## src/rtl/mem_bus_arbiter_if.sv

```systemverilog
// Signal bundle between mem_bus_arbiter and its SPI client, internal client and memory mux.
// The master modport is the arbiter's view; the slave modport is the view of the surrounding clients.
interface mem_bus_arbiter_if;
   // SPI slave side
   logic        spi_wr_stb;
   logic        spi_rd_stb;
   logic [10:0] spi_addr;
   logic [8:0]  spi_wdata;
   logic [8:0]  spi_rdata;
   logic        spi_rvalid;
   logic        spi_ovf;

   // internal requester side
   logic        int_req;
   logic        int_wr;
   logic [10:0] int_addr;
   logic [8:0]  int_wdata;
   logic        int_gnt;
   logic [8:0]  int_rdata;
   logic        int_rvalid;

   // memory mux side
   logic [10:0] mem_addr;
   logic [8:0]  mem_wdata;
   logic        mem_we;
   logic        mem_re;
   logic [8:0]  mem_rdata;

   // status
   logic        busy;
   logic [15:0] spi_acc_cnt;
   logic [15:0] int_acc_cnt;

   modport master (
      input  spi_wr_stb, spi_rd_stb, spi_addr, spi_wdata,
      output spi_rdata, spi_rvalid, spi_ovf,
      input  int_req, int_wr, int_addr, int_wdata,
      output int_gnt, int_rdata, int_rvalid,
      output mem_addr, mem_wdata, mem_we, mem_re,
      input  mem_rdata,
      output busy, spi_acc_cnt, int_acc_cnt
   );

   modport slave (
      output spi_wr_stb, spi_rd_stb, spi_addr, spi_wdata,
      input  spi_rdata, spi_rvalid, spi_ovf,
      output int_req, int_wr, int_addr, int_wdata,
      input  int_gnt, int_rdata, int_rvalid,
      input  mem_addr, mem_wdata, mem_we, mem_re,
      output mem_rdata,
      input  busy, spi_acc_cnt, int_acc_cnt
   );
endinterface

```

## src/rtl/mem_bus_arbiter.sv

```systemverilog
// Arbitrates the internal memory bus between buffered SPI strobes (priority) and a req/gnt internal requester.
// Define MEM_ARB_STATS_EN to add per-source access counters; otherwise the counter ports read 0.
module mem_bus_arbiter #(
   parameter int unsigned RD_LAT     = 2,
   parameter int unsigned STARVE_MAX = 4
) (
   input  logic              clk,
   input  logic              bit_cnt_rstn,
   mem_bus_arbiter_if.master bus
);

   typedef enum logic [1:0] {IDLE, ISSUE, RD_WAIT} state_t;
   typedef enum logic {OWN_SPI, OWN_INT} owner_t;

   localparam logic [2:0] LAT_LOAD   = 3'(RD_LAT - 1);
   localparam logic [3:0] STARVE_LIM = 4'(STARVE_MAX);

   state_t      state;
   owner_t      owner;

   logic        spi_pend;
   logic        spi_wr_q;
   logic [10:0] spi_addr_q;
   logic [8:0]  spi_wdata_q;
   logic        spi_ovf_q;

   logic [3:0]  starve_cnt;
   logic [2:0]  lat_cnt;

   logic [10:0] mem_addr_q;
   logic [8:0]  mem_wdata_q;
   logic        mem_we_q;
   logic        mem_re_q;
   logic        int_gnt_q;
   logic [8:0]  spi_rdata_q;
   logic        spi_rvalid_q;
   logic [8:0]  int_rdata_q;
   logic        int_rvalid_q;

   logic        spi_stb;
   logic        spi_issue;
   logic        int_issue;
   logic        force_int;
   logic        sel_spi;

   assign spi_stb   = bus.spi_wr_stb | bus.spi_rd_stb;
   assign spi_issue = (state == ISSUE) && (owner == OWN_SPI);
   assign int_issue = (state == ISSUE) && (owner == OWN_INT);
   assign force_int = bus.int_req && (starve_cnt == STARVE_LIM);
   assign sel_spi   = spi_pend && !force_int;

   // One-deep SPI buffer: a strobe landing on a still-pending op is dropped
   // unless that op is leaving the buffer in this very cycle.
   // NOTE: all sequential state uses non-blocking assignments so every
   // always_ff samples pre-edge values regardless of evaluation order.
   always_ff @(posedge clk or negedge bit_cnt_rstn) begin
      if (!bit_cnt_rstn) begin
         spi_pend    <= 1'b0;
         spi_wr_q    <= 1'b0;
         spi_addr_q  <= '0;
         spi_wdata_q <= '0;
         spi_ovf_q   <= 1'b0;
      end else if (spi_stb) begin
         if (!spi_pend || spi_issue) begin
            spi_pend    <= 1'b1;
            spi_wr_q    <= bus.spi_wr_stb;
            spi_addr_q  <= bus.spi_addr;
            spi_wdata_q <= bus.spi_wdata;
         end else begin
            spi_ovf_q   <= 1'b1;
         end
      end else if (spi_issue) begin
         spi_pend <= 1'b0;
      end
   end

   // Arbitration FSM; every bus-facing output is a register written here.
   always_ff @(posedge clk or negedge bit_cnt_rstn) begin
      if (!bit_cnt_rstn) begin
         state        <= IDLE;
         owner        <= OWN_SPI;
         lat_cnt      <= '0;
         mem_addr_q   <= '0;
         mem_wdata_q  <= '0;
         mem_we_q     <= 1'b0;
         mem_re_q     <= 1'b0;
         int_gnt_q    <= 1'b0;
         spi_rdata_q  <= '0;
         spi_rvalid_q <= 1'b0;
         int_rdata_q  <= '0;
         int_rvalid_q <= 1'b0;
      end else begin
         mem_we_q     <= 1'b0;
         mem_re_q     <= 1'b0;
         int_gnt_q    <= 1'b0;
         spi_rvalid_q <= 1'b0;
         int_rvalid_q <= 1'b0;

         case (state)
            IDLE: begin
               if (sel_spi) begin
                  state       <= ISSUE;
                  owner       <= OWN_SPI;
                  mem_addr_q  <= spi_addr_q;
                  mem_wdata_q <= spi_wdata_q;
                  mem_we_q    <= spi_wr_q;
                  mem_re_q    <= !spi_wr_q;
               end else if (bus.int_req) begin
                  state       <= ISSUE;
                  owner       <= OWN_INT;
                  mem_addr_q  <= bus.int_addr;
                  mem_wdata_q <= bus.int_wdata;
                  mem_we_q    <= bus.int_wr;
                  mem_re_q    <= !bus.int_wr;
                  int_gnt_q   <= 1'b1;
               end
            end

            ISSUE: begin
               if (mem_we_q) begin
                  state <= IDLE;
               end else begin
                  lat_cnt <= LAT_LOAD;
                  state   <= RD_WAIT;
               end
            end

            RD_WAIT: begin
               if (lat_cnt == 3'd0) begin
                  state <= IDLE;
                  if (owner == OWN_SPI) begin
                     spi_rdata_q  <= bus.mem_rdata;
                     spi_rvalid_q <= 1'b1;
                  end else begin
                     int_rdata_q  <= bus.mem_rdata;
                     int_rvalid_q <= 1'b1;
                  end
               end else begin
                  lat_cnt <= lat_cnt - 3'd1;
               end
            end

            default: state <= IDLE;
         endcase
      end
   end

   // Counts SPI issues that overtook a waiting internal request.
   always_ff @(posedge clk or negedge bit_cnt_rstn) begin
      if (!bit_cnt_rstn) begin
         starve_cnt <= '0;
      end else if (int_issue) begin
         starve_cnt <= '0;
      end else if (spi_issue && bus.int_req) begin
         if (starve_cnt < STARVE_LIM) starve_cnt <= starve_cnt + 4'd1;
      end else if ((state == IDLE) && !bus.int_req) begin
         starve_cnt <= '0;
      end
   end

`ifdef MEM_ARB_STATS_EN
   logic [15:0] spi_acc_q;
   logic [15:0] int_acc_q;

   always_ff @(posedge clk or negedge bit_cnt_rstn) begin
      if (!bit_cnt_rstn) begin
         spi_acc_q <= '0;
         int_acc_q <= '0;
      end else begin
         if (spi_issue && (spi_acc_q != 16'hFFFF)) spi_acc_q <= spi_acc_q + 16'd1;
         if (int_issue && (int_acc_q != 16'hFFFF)) int_acc_q <= int_acc_q + 16'd1;
      end
   end

   assign bus.spi_acc_cnt = spi_acc_q;
   assign bus.int_acc_cnt = int_acc_q;
`else
   assign bus.spi_acc_cnt = '0;
   assign bus.int_acc_cnt = '0;
`endif

   assign bus.mem_addr   = mem_addr_q;
   assign bus.mem_wdata  = mem_wdata_q;
   assign bus.mem_we     = mem_we_q;
   assign bus.mem_re     = mem_re_q;
   assign bus.int_gnt    = int_gnt_q;
   assign bus.int_rdata  = int_rdata_q;
   assign bus.int_rvalid = int_rvalid_q;
   assign bus.spi_rdata  = spi_rdata_q;
   assign bus.spi_rvalid = spi_rvalid_q;
   assign bus.spi_ovf    = spi_ovf_q;
   assign bus.busy       = (state != IDLE) || spi_pend;

endmodule

```

## src/flat_wrapper.sv

```systemverilog
// flat-port wrapper written by rule: the top's interface ports become plain ports
module mem_bus_arbiter_flat 
#(
   parameter int unsigned RD_LAT     = 2,
   parameter int unsigned STARVE_MAX = 4
)
  (clk, bit_cnt_rstn, bus_spi_wr_stb, bus_spi_rd_stb, bus_spi_addr, bus_spi_wdata, bus_spi_rdata, bus_spi_rvalid, bus_spi_ovf, bus_int_req, bus_int_wr, bus_int_addr, bus_int_wdata, bus_int_gnt, bus_int_rdata, bus_int_rvalid, bus_mem_addr, bus_mem_wdata, bus_mem_we, bus_mem_re, bus_mem_rdata, bus_busy, bus_spi_acc_cnt, bus_int_acc_cnt);
  mem_bus_arbiter_if bus_i ();
  input  logic clk;
  input  logic bit_cnt_rstn;
  input wire logic [$bits(bus_i.spi_wr_stb)-1:0] bus_spi_wr_stb;
  input wire logic [$bits(bus_i.spi_rd_stb)-1:0] bus_spi_rd_stb;
  input wire logic [$bits(bus_i.spi_addr)-1:0] bus_spi_addr;
  input wire logic [$bits(bus_i.spi_wdata)-1:0] bus_spi_wdata;
  output wire logic [$bits(bus_i.spi_rdata)-1:0] bus_spi_rdata;
  output wire logic [$bits(bus_i.spi_rvalid)-1:0] bus_spi_rvalid;
  output wire logic [$bits(bus_i.spi_ovf)-1:0] bus_spi_ovf;
  input wire logic [$bits(bus_i.int_req)-1:0] bus_int_req;
  input wire logic [$bits(bus_i.int_wr)-1:0] bus_int_wr;
  input wire logic [$bits(bus_i.int_addr)-1:0] bus_int_addr;
  input wire logic [$bits(bus_i.int_wdata)-1:0] bus_int_wdata;
  output wire logic [$bits(bus_i.int_gnt)-1:0] bus_int_gnt;
  output wire logic [$bits(bus_i.int_rdata)-1:0] bus_int_rdata;
  output wire logic [$bits(bus_i.int_rvalid)-1:0] bus_int_rvalid;
  output wire logic [$bits(bus_i.mem_addr)-1:0] bus_mem_addr;
  output wire logic [$bits(bus_i.mem_wdata)-1:0] bus_mem_wdata;
  output wire logic [$bits(bus_i.mem_we)-1:0] bus_mem_we;
  output wire logic [$bits(bus_i.mem_re)-1:0] bus_mem_re;
  input wire logic [$bits(bus_i.mem_rdata)-1:0] bus_mem_rdata;
  output wire logic [$bits(bus_i.busy)-1:0] bus_busy;
  output wire logic [$bits(bus_i.spi_acc_cnt)-1:0] bus_spi_acc_cnt;
  output wire logic [$bits(bus_i.int_acc_cnt)-1:0] bus_int_acc_cnt;
  assign bus_i.spi_wr_stb = bus_spi_wr_stb;
  assign bus_i.spi_rd_stb = bus_spi_rd_stb;
  assign bus_i.spi_addr = bus_spi_addr;
  assign bus_i.spi_wdata = bus_spi_wdata;
  assign bus_spi_rdata = bus_i.spi_rdata;
  assign bus_spi_rvalid = bus_i.spi_rvalid;
  assign bus_spi_ovf = bus_i.spi_ovf;
  assign bus_i.int_req = bus_int_req;
  assign bus_i.int_wr = bus_int_wr;
  assign bus_i.int_addr = bus_int_addr;
  assign bus_i.int_wdata = bus_int_wdata;
  assign bus_int_gnt = bus_i.int_gnt;
  assign bus_int_rdata = bus_i.int_rdata;
  assign bus_int_rvalid = bus_i.int_rvalid;
  assign bus_mem_addr = bus_i.mem_addr;
  assign bus_mem_wdata = bus_i.mem_wdata;
  assign bus_mem_we = bus_i.mem_we;
  assign bus_mem_re = bus_i.mem_re;
  assign bus_i.mem_rdata = bus_mem_rdata;
  assign bus_busy = bus_i.busy;
  assign bus_spi_acc_cnt = bus_i.spi_acc_cnt;
  assign bus_int_acc_cnt = bus_i.int_acc_cnt;
  mem_bus_arbiter #(.RD_LAT(RD_LAT), .STARVE_MAX(STARVE_MAX)) u_core (.clk(clk), .bit_cnt_rstn(bit_cnt_rstn), .bus(bus_i));
endmodule
```

## config.mk

```make
export PLATFORM = sky130hd
export DESIGN_NAME = mem_bus_arbiter_flat
export DESIGN_NICKNAME = d
export VERILOG_FILES = /design/src/rtl/mem_bus_arbiter_if.sv /design/src/rtl/mem_bus_arbiter.sv /design/src/flat_wrapper.sv
export SDC_FILE = /design/constraint.sdc
export NUM_CORES = 1
export LEC_CHECK = 0
export CAP_MARGIN = 5
export CORE_MARGIN = 3
export CORE_UTILIZATION = 45
export DETAILED_ROUTE_END_ITERATION = 6
export PLACE_DENSITY = 0.81
export SETUP_SLACK_MARGIN = 0.15
export SLEW_MARGIN = 20
export SYNTH_ARGS = -nofsm -noshare
export SYNTH_HDL_FRONTEND = slang
export SYNTH_SLANG_ARGS = --single-unit
```

## constraint.sdc

```tcl
create_clock -name clk -period 2.3 [get_ports clk]
set_input_delay 0.46 -clock clk [delete_from_list [all_inputs] [get_ports clk]]
set_output_delay 0.46 -clock clk [all_outputs]
set_load 0.03 [all_outputs]
```

==> impl_metrics.toml, run 1 <==
[sta]
min_period_over_period_pct = 83.2
tns_ns = 0
rsz0062_at_grt = "false"
slew_viol_final = 0
finalSetupViolations = 0
slew_headroom_pct = 38.5
fin_skew_ns = 0.0125
holdWs_ns = 0.248
hold_violations = 0
worst_pin_slew_ns = 0.922
clock.fmax_mhz = 523
post-route-min-period_ns = 1.91

[logic_synthesis]
synthCells = 309
ys_ff_latch = 76
synth.area.top_cells = "dfrtp_1, mux2_4, buf_4, nand2_1, o211ai_1"
synth_top_area_share_pct = 52.6
synth_edf_count = 0
synth.avg_cell_area_um2 = 11.7
async_flop_share_pct = 100
yosysUniqueCellTypes = 40
ys.warnings.count = 0
netlist_area_mm2 = 0.00361
yosysSeqAreaShare_pct = 52.6
synth_top_area_cell = "dfrtp_1"
synth-main-ff-cell = "dfrtp_1"

[cts]
cts_tree = "yes"
htree_levels = 3
cts_buffers = 9
clock_latency_ns = 0.34
clk_pin_slew_ns = 0.08
ctsHoldBuffers = 0
cts_buffer_depth = 2
clkSinkCount = 76
clockRootBuffer = "clkbuf_8"

[die]
io_pins = 132
core_area_mm2 = 0.00777
fp-row-count = 32
die_h_um = 95.6
initial_core_util_pct = 46.5
fp.dieW_um = 95.6
fp.dieArea_mm2 = 0.00914

[global_route]
overflow = 0
grt_max_degree = 77
first_global_vias = 2610
grt_use_total_pct = 17.4
grt_pass1_wl_um = 12200
antenna_found_initial = 0

[cells_and_area]
fin_area_mm2 = 0.00479
area_delta_synth_final_pct = 32.6
final_cell_mix = "clkdlybuf4s50_1, dfrtp_1, nand2_1"
drive_gt1_share_pct = 14.0
fin_util_pct = 61.7
nets = 470
antenna_cells = 0
final_common_cell = "clkdlybuf4s50_1"

[detailed_routing]
viasPerCell = 5.06
routed_wl_um = 7820
route.detailed.drc = 0
routedWlPerCell_um = 15.2
dr.pass1.iters = 4
vias = 2607
antenna_left = 0
drtIter0Drc = 111

[setup_path]
critPathLaunchType = "register"
crit_path_max_fanout = 3
endpoint_kind = "output port"
cp.arrival_ns = 1.45
worstSetupPathType = "reg -> out"
required_ns = 1.84

[power_and_ir_drop]
power.leakage_nw = 2.13
p_total_mw = 6.47
ir_worst_vdd_uv = 845
p_per_area_mw_per_mm2 = 1350

[outcome]
status = "finished, final reports clean"

[placed_design]
portBuffers = 99
gp_congestion = 0.751
dpl.hpwl_um = 5510
post_dp_cell_area_mm2 = 0.00459

[job]
cap_viol_max_count = 0

[min_path]
min_path_type = "in -> async"
==> layer usage <==
layer / global-route usage, % / vias to the layer above / wire [µm]
met5: 0 / - / 0
met4: 6.40 / 0 / 29
met3: 4.34 / 2 / 642
met2: 28.3 / 122 / 3820
met1: 22.6 / 1276 / 3330
li1: - / 1207 / -
==> logic make-up (layout without fill, tap and decap cells) <==
family                   count (synthesis)  in the layout  synth area share, %
adder cells (fa/ha/maj)                  7              7                 2.42
AO/OA/AOI/OAI                           37             37                 7.62
buffers and inverters                   60            133                 10.3
multiplexers                            42             42                 15.1
AND/OR/NAND/NOR                         86             86                 11.9
other                                    1             32                0.104
flip-flops                              76             76                 52.6
==> cell usage after synthesis (3+ instances only) <==
library cell  number
mux2i_1            3
buf_2              6
o21a_1             3
and3_1             4
buf_4             33
nand2_1           47
o211ai_1          20
mux2_2             9
inv_1             10
clkbuf_1           6
ha_1               7
mux2_4            20
mux2_1            10
nor2_1             3
nand4_1           20
dfrtp_1           76
==> worst max-delay path, cell delays in order (launching register included) <==
cell and delay, ns:
dfrtp_1 0.36, inv_1 0.07, ha_1 0.22, nand2_1 0.08
dlygate4sd2_1 0.40
==> sequential cells by signal (all words and copies together), names as in the netlist <==
signal and flops:
u_core.spi_pend 1, u_core.spi_wr_q 1, u_core.bus.spi_ovf 1, u_core.bus.int_rdata 9, u_core.spi_wdata_q 9, u_core.bus.int_gnt 1, u_core.bus.spi_rdata 9, u_core.spi_addr_q 11
u_core.lat_cnt 3, u_core.owner 1, u_core.bus.int_rvalid 1, u_core.starve_cnt 4, u_core.state 2, u_core.bus.spi_rvalid 1, u_core.bus.mem_re 1, u_core.bus.mem_addr 11
u_core.bus.mem_we 1, u_core.bus.mem_wdata 9
==> final timing paths <==
path                                                end                    start  slack [ns]  cells after the start
worst max-delay path                           bus_busy          u_core.state[0]        0.39                      4
worst min-delay path             u_core.bus.mem_addr[3]             bit_cnt_rstn        0.25                      1
worst max register to register     u_core.starve_cnt[2]          u_core.state[0]        0.51                      5
worst min register to register  u_core.bus.spi_rdata[2]  u_core.bus.spi_rdata[2]        0.49                      1
max in group asynchronous       u_core.bus.spi_rdata[3]             bit_cnt_rstn        1.45                      1
min in group clk                u_core.bus.spi_rdata[2]  u_core.bus.spi_rdata[2]        0.49                      1
==> through the flow <==
step / setup slack (ns) / std cells
6_report: 0.387 / 515
5_1_grt: 0.307 / 515
4_1_cts: 0.349 / 515
3_5_place_dp: 0.188 / 499
3_3_place_gp: 0.267 / 499
2_1_floorplan: 0.584 / 340
==> layout make-up <==
cell class / instances / area, µm²
Fill cell: 609 / 2970
Sequential cell: 76 / 1900
Multi-Input combinational cell: 204 / 1470
Timing Repair Buffer: 106 / 1050
Clock buffer: 11 / 141
Tap cell: 102 / 128
Clock inverter: 5 / 60.1
Inverter: 11 / 41.3
==> power breakdown <==
group | leakage (nW) | switching, mW | total, mW | internal [mW]
Sequential | 0.915 | 0.309 | 2.20 | 1.89
Clock | 0.0999 | 0.470 | 1.01 | 0.535
Combinational | 1.11 | 1.77 | 3.26 | 1.49
==> timing repair <==
| item | CTS | global route |
|---|---|---|
| gates resized for setup | 1 | 0 |
| endpoints found under the setup margin | 1 | 0 |
| setup buffers | 0 | 0 |
Power figures use the tool's default switching activity.
==> run 2, diff against run 1 <==
- clock period: 2.3 -> 1.96 ns (I/O delays scaled with it)
==> impl_metrics.toml, run 2 (synthesis results as in run 1) <==
[setup_path]
cp.arrival_ns = 1.37
worst-r2r-cell-count = 6
critPathTopFamily = "buffers and inverters"
endpoint_kind = "output port"
worst_path_max_delay_cell = "clkdlybuf4s50_1"
required_ns = 1.57
worstSetupPathType = "reg -> out"
worst-path-stages = 1
cp_cell_sequence = "clkdlybuf4s50_1"
crit_path_max_fanout = 2
critPathLaunchType = "register"
critPathMaxStageDelay_ns = 0.67
critPathBufInv = 1

[sta]
slew_viol_final = 0
tns_ns = 0
hold_violations = 0
post-route-min-period_ns = 1.77
rsz0062_at_grt = "true"
postLayoutSetupSlackWorst_ns = 0.193
min_period_over_period_pct = 90.1
fin_skew_ns = 0.00766
finalSetupViolations = 0
clock.fmax_mhz = 566

[placed_design]
dpl.hpwl_um = 5800
portBuffers = 99
preCtsSetupSlack_ns = -0.0624
gp_congestion = 0.746

[power_and_ir_drop]
ir_worst_vdd_uv = 706
pwr-share-comb_pct = 51.2
p_total_mw = 7.65
seqPwrFrac_pct = 33.6
power.leakage_nw = 2.47
p_clk_share_pct = 15.2
p_per_area_mw_per_mm2 = 1550
p_sw_mw = 3.05
intPower_mw = 4.60
swShare_pct = 39.9

[cells_and_area]
final_common_cell = "dfrtp_1"
final_cell_mix = "dfrtp_1, clkdlybuf4s50_1, nand2_1"
nets = 477
drive_gt1_share_pct = 16.2
area_delta_synth_final_pct = 36.9
antenna_cells = 0

[cts]
cts_buffers = 9
cts_tree = "yes"
clockRootBuffer = "clkbuf_8"
cts_buffer_depth = 2
clkSinkCount = 76
clock_latency_ns = 0.34
htree_levels = 3
clk_pin_slew_ns = 0.08

[die]
core_area_mm2 = 0.00777
initial_core_util_pct = 46.5
fp.dieArea_mm2 = 0.00914
fp-row-count = 32
io_pins = 132
die_h_um = 95.6
fp.dieW_um = 95.6

[detailed_routing]
antenna_left = 0
routedWlPerCell_um = 15.8
dr.pass1.iters = 4
drtIter0Drc = 72
routed_wl_um = 8270
viasPerCell = 4.99
vias = 2607
route.detailed.drc = 0

[global_route]
first_global_vias = 2648
grt_use_total_pct = 18.3
grt_pass1_wl_um = 12900
antenna_found_initial = 0
overflow = 0
grt_max_degree = 39

[job]
cap_viol_max_count = 0

[min_path]
min_path_type = "reg -> reg"
min_path_cells = 1

[outcome]
status = "finished, final reports clean"
[run 2: cell count changes in the layout (fill, tap and decap cells not counted), sizes merged]
| cell | previous run | this run |
|---|---|---|
| clkinv | 2 | 3 |
| clkdlybuf4s50 | 97 | 64 |
| dlygate4sd2 | 1 | 4 |
| dlymetal6s2s | 0 | 29 |
| clkinvlp | 1 | 3 |
| inv | 12 | 11 |
| clkbuf | 11 | 9 |
| buf | 8 | 15 |
| dlygate4sd3 | 0 | 1 |
[run 2: metal layers]
metal | part of all wire [%] | wire (µm) | GRT usage (%) | up-vias
li1 | - | - | - | 1223
met1 | 43 | 3550 | 24.5 | 1258
met2 | 46 | 3840 | 28.1 | 116
met3 | 9.2 | 757 | 6.63 | 10
met4 | 1.4 | 116 | 4.98 | 0
met5 | 0 | 0 | 0 | -
[run 2: stage by stage]
step           instance area (µm²)  util (%)  hold slack [ns]  std cells
5_1_grt                       4950      63.7            0.515        522
2_1_floorplan                 3730         -           0.0964        340
3_3_place_gp                  4660      59.9            0.376        504
3_5_place_dp                  4660      59.9            0.376        504
6_report                      4950      63.7            0.492        522
4_1_cts                       4850      62.5            0.495        521
[run 2: power by group through the flow]
stage / clock network [mW] / logic, mW / registers [mW]
3_5_place_dp: 0 / 3.96 / 2.60
4_1_cts: 1.19 / 3.95 / 2.57
3_3_place_gp: 0 / 3.86 / 2.58
2_1_floorplan: 0 / 1.91 / 3.24
5_1_grt: 1.27 / 4.23 / 2.64
6_report: 1.16 / 3.92 / 2.57
[run 2: path summary, 6_finish.rpt]
path                                         start                 endpoint  slack (ns)
max                        u_core.bus.spi_rdata[3]         bus_spi_rdata[3]        0.19
min                        u_core.bus.spi_rdata[2]  u_core.bus.spi_rdata[2]        0.49
max reg2reg                        u_core.state[1]     u_core.spi_addr_q[0]        0.21
min reg2reg                u_core.bus.spi_rdata[2]  u_core.bus.spi_rdata[2]        0.49
max in group asynchronous             bit_cnt_rstn  u_core.bus.spi_rdata[4]        0.75
min in group asynchronous             bit_cnt_rstn   u_core.bus.mem_addr[4]        0.54
[run 2: final cells by class]
type | count | area [µm²]
tap | 102 | 128
clock inverter | 7 | 67.6
clock buffer | 9 | 124
timing repair buffer | 113 | 1210
inverter | 11 | 41.3
fill | 613 | 2820
multi-input combinational | 204 | 1470
sequential | 76 | 1900
[run 2: repair_timing]
action | CTS | global route
hold endpoints to repair | 10 | 0
buffers inserted | 0 | 1
pin swaps | 0 | 1
endpoints found under the setup margin | 5 | 74
hold buffers | 1 | 0
resized for setup | 7 | 34
==> run 3, diff against run 2 <==
- CORE_UTILIZATION: 45 -> 54
- DONT_BUFFER_PORTS: unset -> 1
- PLACE_DENSITY: 0.81 -> 0.72
- SKIP_LAST_GASP: unset -> 1
- clock period: 1.96 -> 1.5 ns (I/O delays scaled with it)
==> impl_metrics.toml, run 3 (synthesis results as in run 1) <==
[setup_path]
critPathLaunchType = "register"
critPathBufInv = 3
worst_path_max_delay_cell = "dfrtp_1"
worstSetupPathType = "reg -> reg"
worst-r2r-cell-count = 7
cp.arrival_ns = 1.85
required_ns = 1.71
critPathMaxStageDelay_ns = 0.42
cp_cell_sequence = "inv_2, ha_4, nand2b_4, a21oi_4, buf_6, buf_12, mux2_4"
critPathTopFamily = "flip-flops"
endpoint_kind = "register"
crit_path_max_fanout = 8
worst-path-stages = 7

[power_and_ir_drop]
ir_worst_vdd_uv = 1340
p_total_mw = 10.6
p_per_area_mw_per_mm2 = 2360
power.leakage_nw = 2.10

[cts]
clock_latency_ns = 0.34
cts_buffer_depth = 2
cts_tree = "yes"
clockRootBuffer = "clkbuf_8"
clk_pin_slew_ns = 0.09
clkSinkCount = 76
htree_levels = 3
cts_buffers = 9

[detailed_routing]
routedWlPerCell_um = 19.7
antenna_left = 0
routed_wl_um = 8340
drtIter0Drc = 149
viasPerCell = 5.65
dr.pass1.iters = 4
vias = 2390
route.detailed.drc = 0

[cells_and_area]
fin_area_mm2 = 0.00451
fill_cells = 412
final_cell_mix = "dfrtp_1, conb_1, nand2_1"
fin_util_pct = 70.2
instances_no_fill = 423
seqCellArea_mm2 = 0.00190
final_common_cell = "dfrtp_1"
antenna_cells = 0
nets = 403
area_delta_synth_final_pct = 24.7
multi_input_area_mm2 = 0.00175
drive_gt1_share_pct = 39.9

[placed_design]
post_dp_cell_area_mm2 = 0.00375
gp_congestion = 0.774
dpl.cell_count = 388
preCtsSetupSlack_ns = -0.129
dpl.hpwl_um = 5170
portBuffers = 0

[die]
core_area_mm2 = 0.00642
fp.dieW_um = 87.8
io_pins = 132
fp.dieArea_mm2 = 0.00771
initial_core_util_pct = 56.3
fp-row-count = 29
die_h_um = 87.8

[sta]
finalSetupViolations = 35
tns_ns = -3.33
post-route-min-period_ns = 1.63
holdWs_ns = -0.359
slew_viol_final = 0
clock.fmax_mhz = 613
min_period_over_period_pct = 109
rsz0062_at_grt = "true"
hold_violations = 76
fin_skew_ns = 0.0157
postLayoutSetupSlackWorst_ns = -0.131

[global_route]
overflow = 0
antenna_found_initial = 0
grt_pass1_wl_um = 11900
grt_use_total_pct = 20.4
first_global_vias = 2269
grt_max_degree = 77

[outcome]
failed_checks = "negative hold slack, negative setup slack"
status = "finished with violations"

[job]
cap_viol_max_count = 0

[min_path]
min_path_type = "in -> async"
==> run 3: worst paths after layout <==
check                                   from                endpoint  slack [ns]
min in group clk             bus_spi_addr[5]    u_core.spi_addr_q[5]        0.10
hold reg to reg            u_core.lat_cnt[2]       u_core.lat_cnt[2]        0.50
hold / removal                  bit_cnt_rstn  u_core.bus.mem_addr[3]       -0.36
max in group asynchronous       bit_cnt_rstn         u_core.spi_pend        1.73
setup reg to reg             u_core.state[1]    u_core.spi_addr_q[4]       -0.13
setup / recovery             u_core.state[1]    u_core.spi_addr_q[4]       -0.13
==> run 3: routing by layer <==
| layer | GRT usage, % | vias to the layer above | share of wire [%] |
|---|---|---|---|
| met5 | 0 | - | 0 |
| met4 | 6.28 | 0 | 1.2 |
| met3 | 6.40 | 12 | 8.6 |
| met2 | 32.0 | 116 | 50 |
| met1 | 27.1 | 1179 | 40 |
| li1 | - | 1083 | - |
==> run 3: what timing repair did <==
| action | CTS | global route |
|---|---|---|
| gates cloned | 3 | 1 |
| setup endpoints to repair | 73 | 72 |
| setup buffers | 8 | 7 |
| endpoints found under the hold margin | 76 | 76 |
| pin swaps | 8 | 30 |
| resized for setup | 30 | 52 |
==> run 3: cell type report <==
| cell class | instances | area share [%] |
|---|---|---|
| clock inverters | 4 | 1.61 |
| inverters | 11 | 0.916 |
| repair buffers | 39 | 11.1 |
| multi-input cells | 204 | 38.8 |
| clock buffers | 12 | 3.22 |
| well taps | 77 | 2.14 |
| flip-flops and latches | 76 | 42.2 |
==> run 3: report_power, final <==
part	total (mW)	internal (mW)	switching [mW]
clock network	1.71	0.982	0.725
logic	4.54	2.47	2.06
registers	4.39	2.89	1.49
total	10.6	6.35	4.28
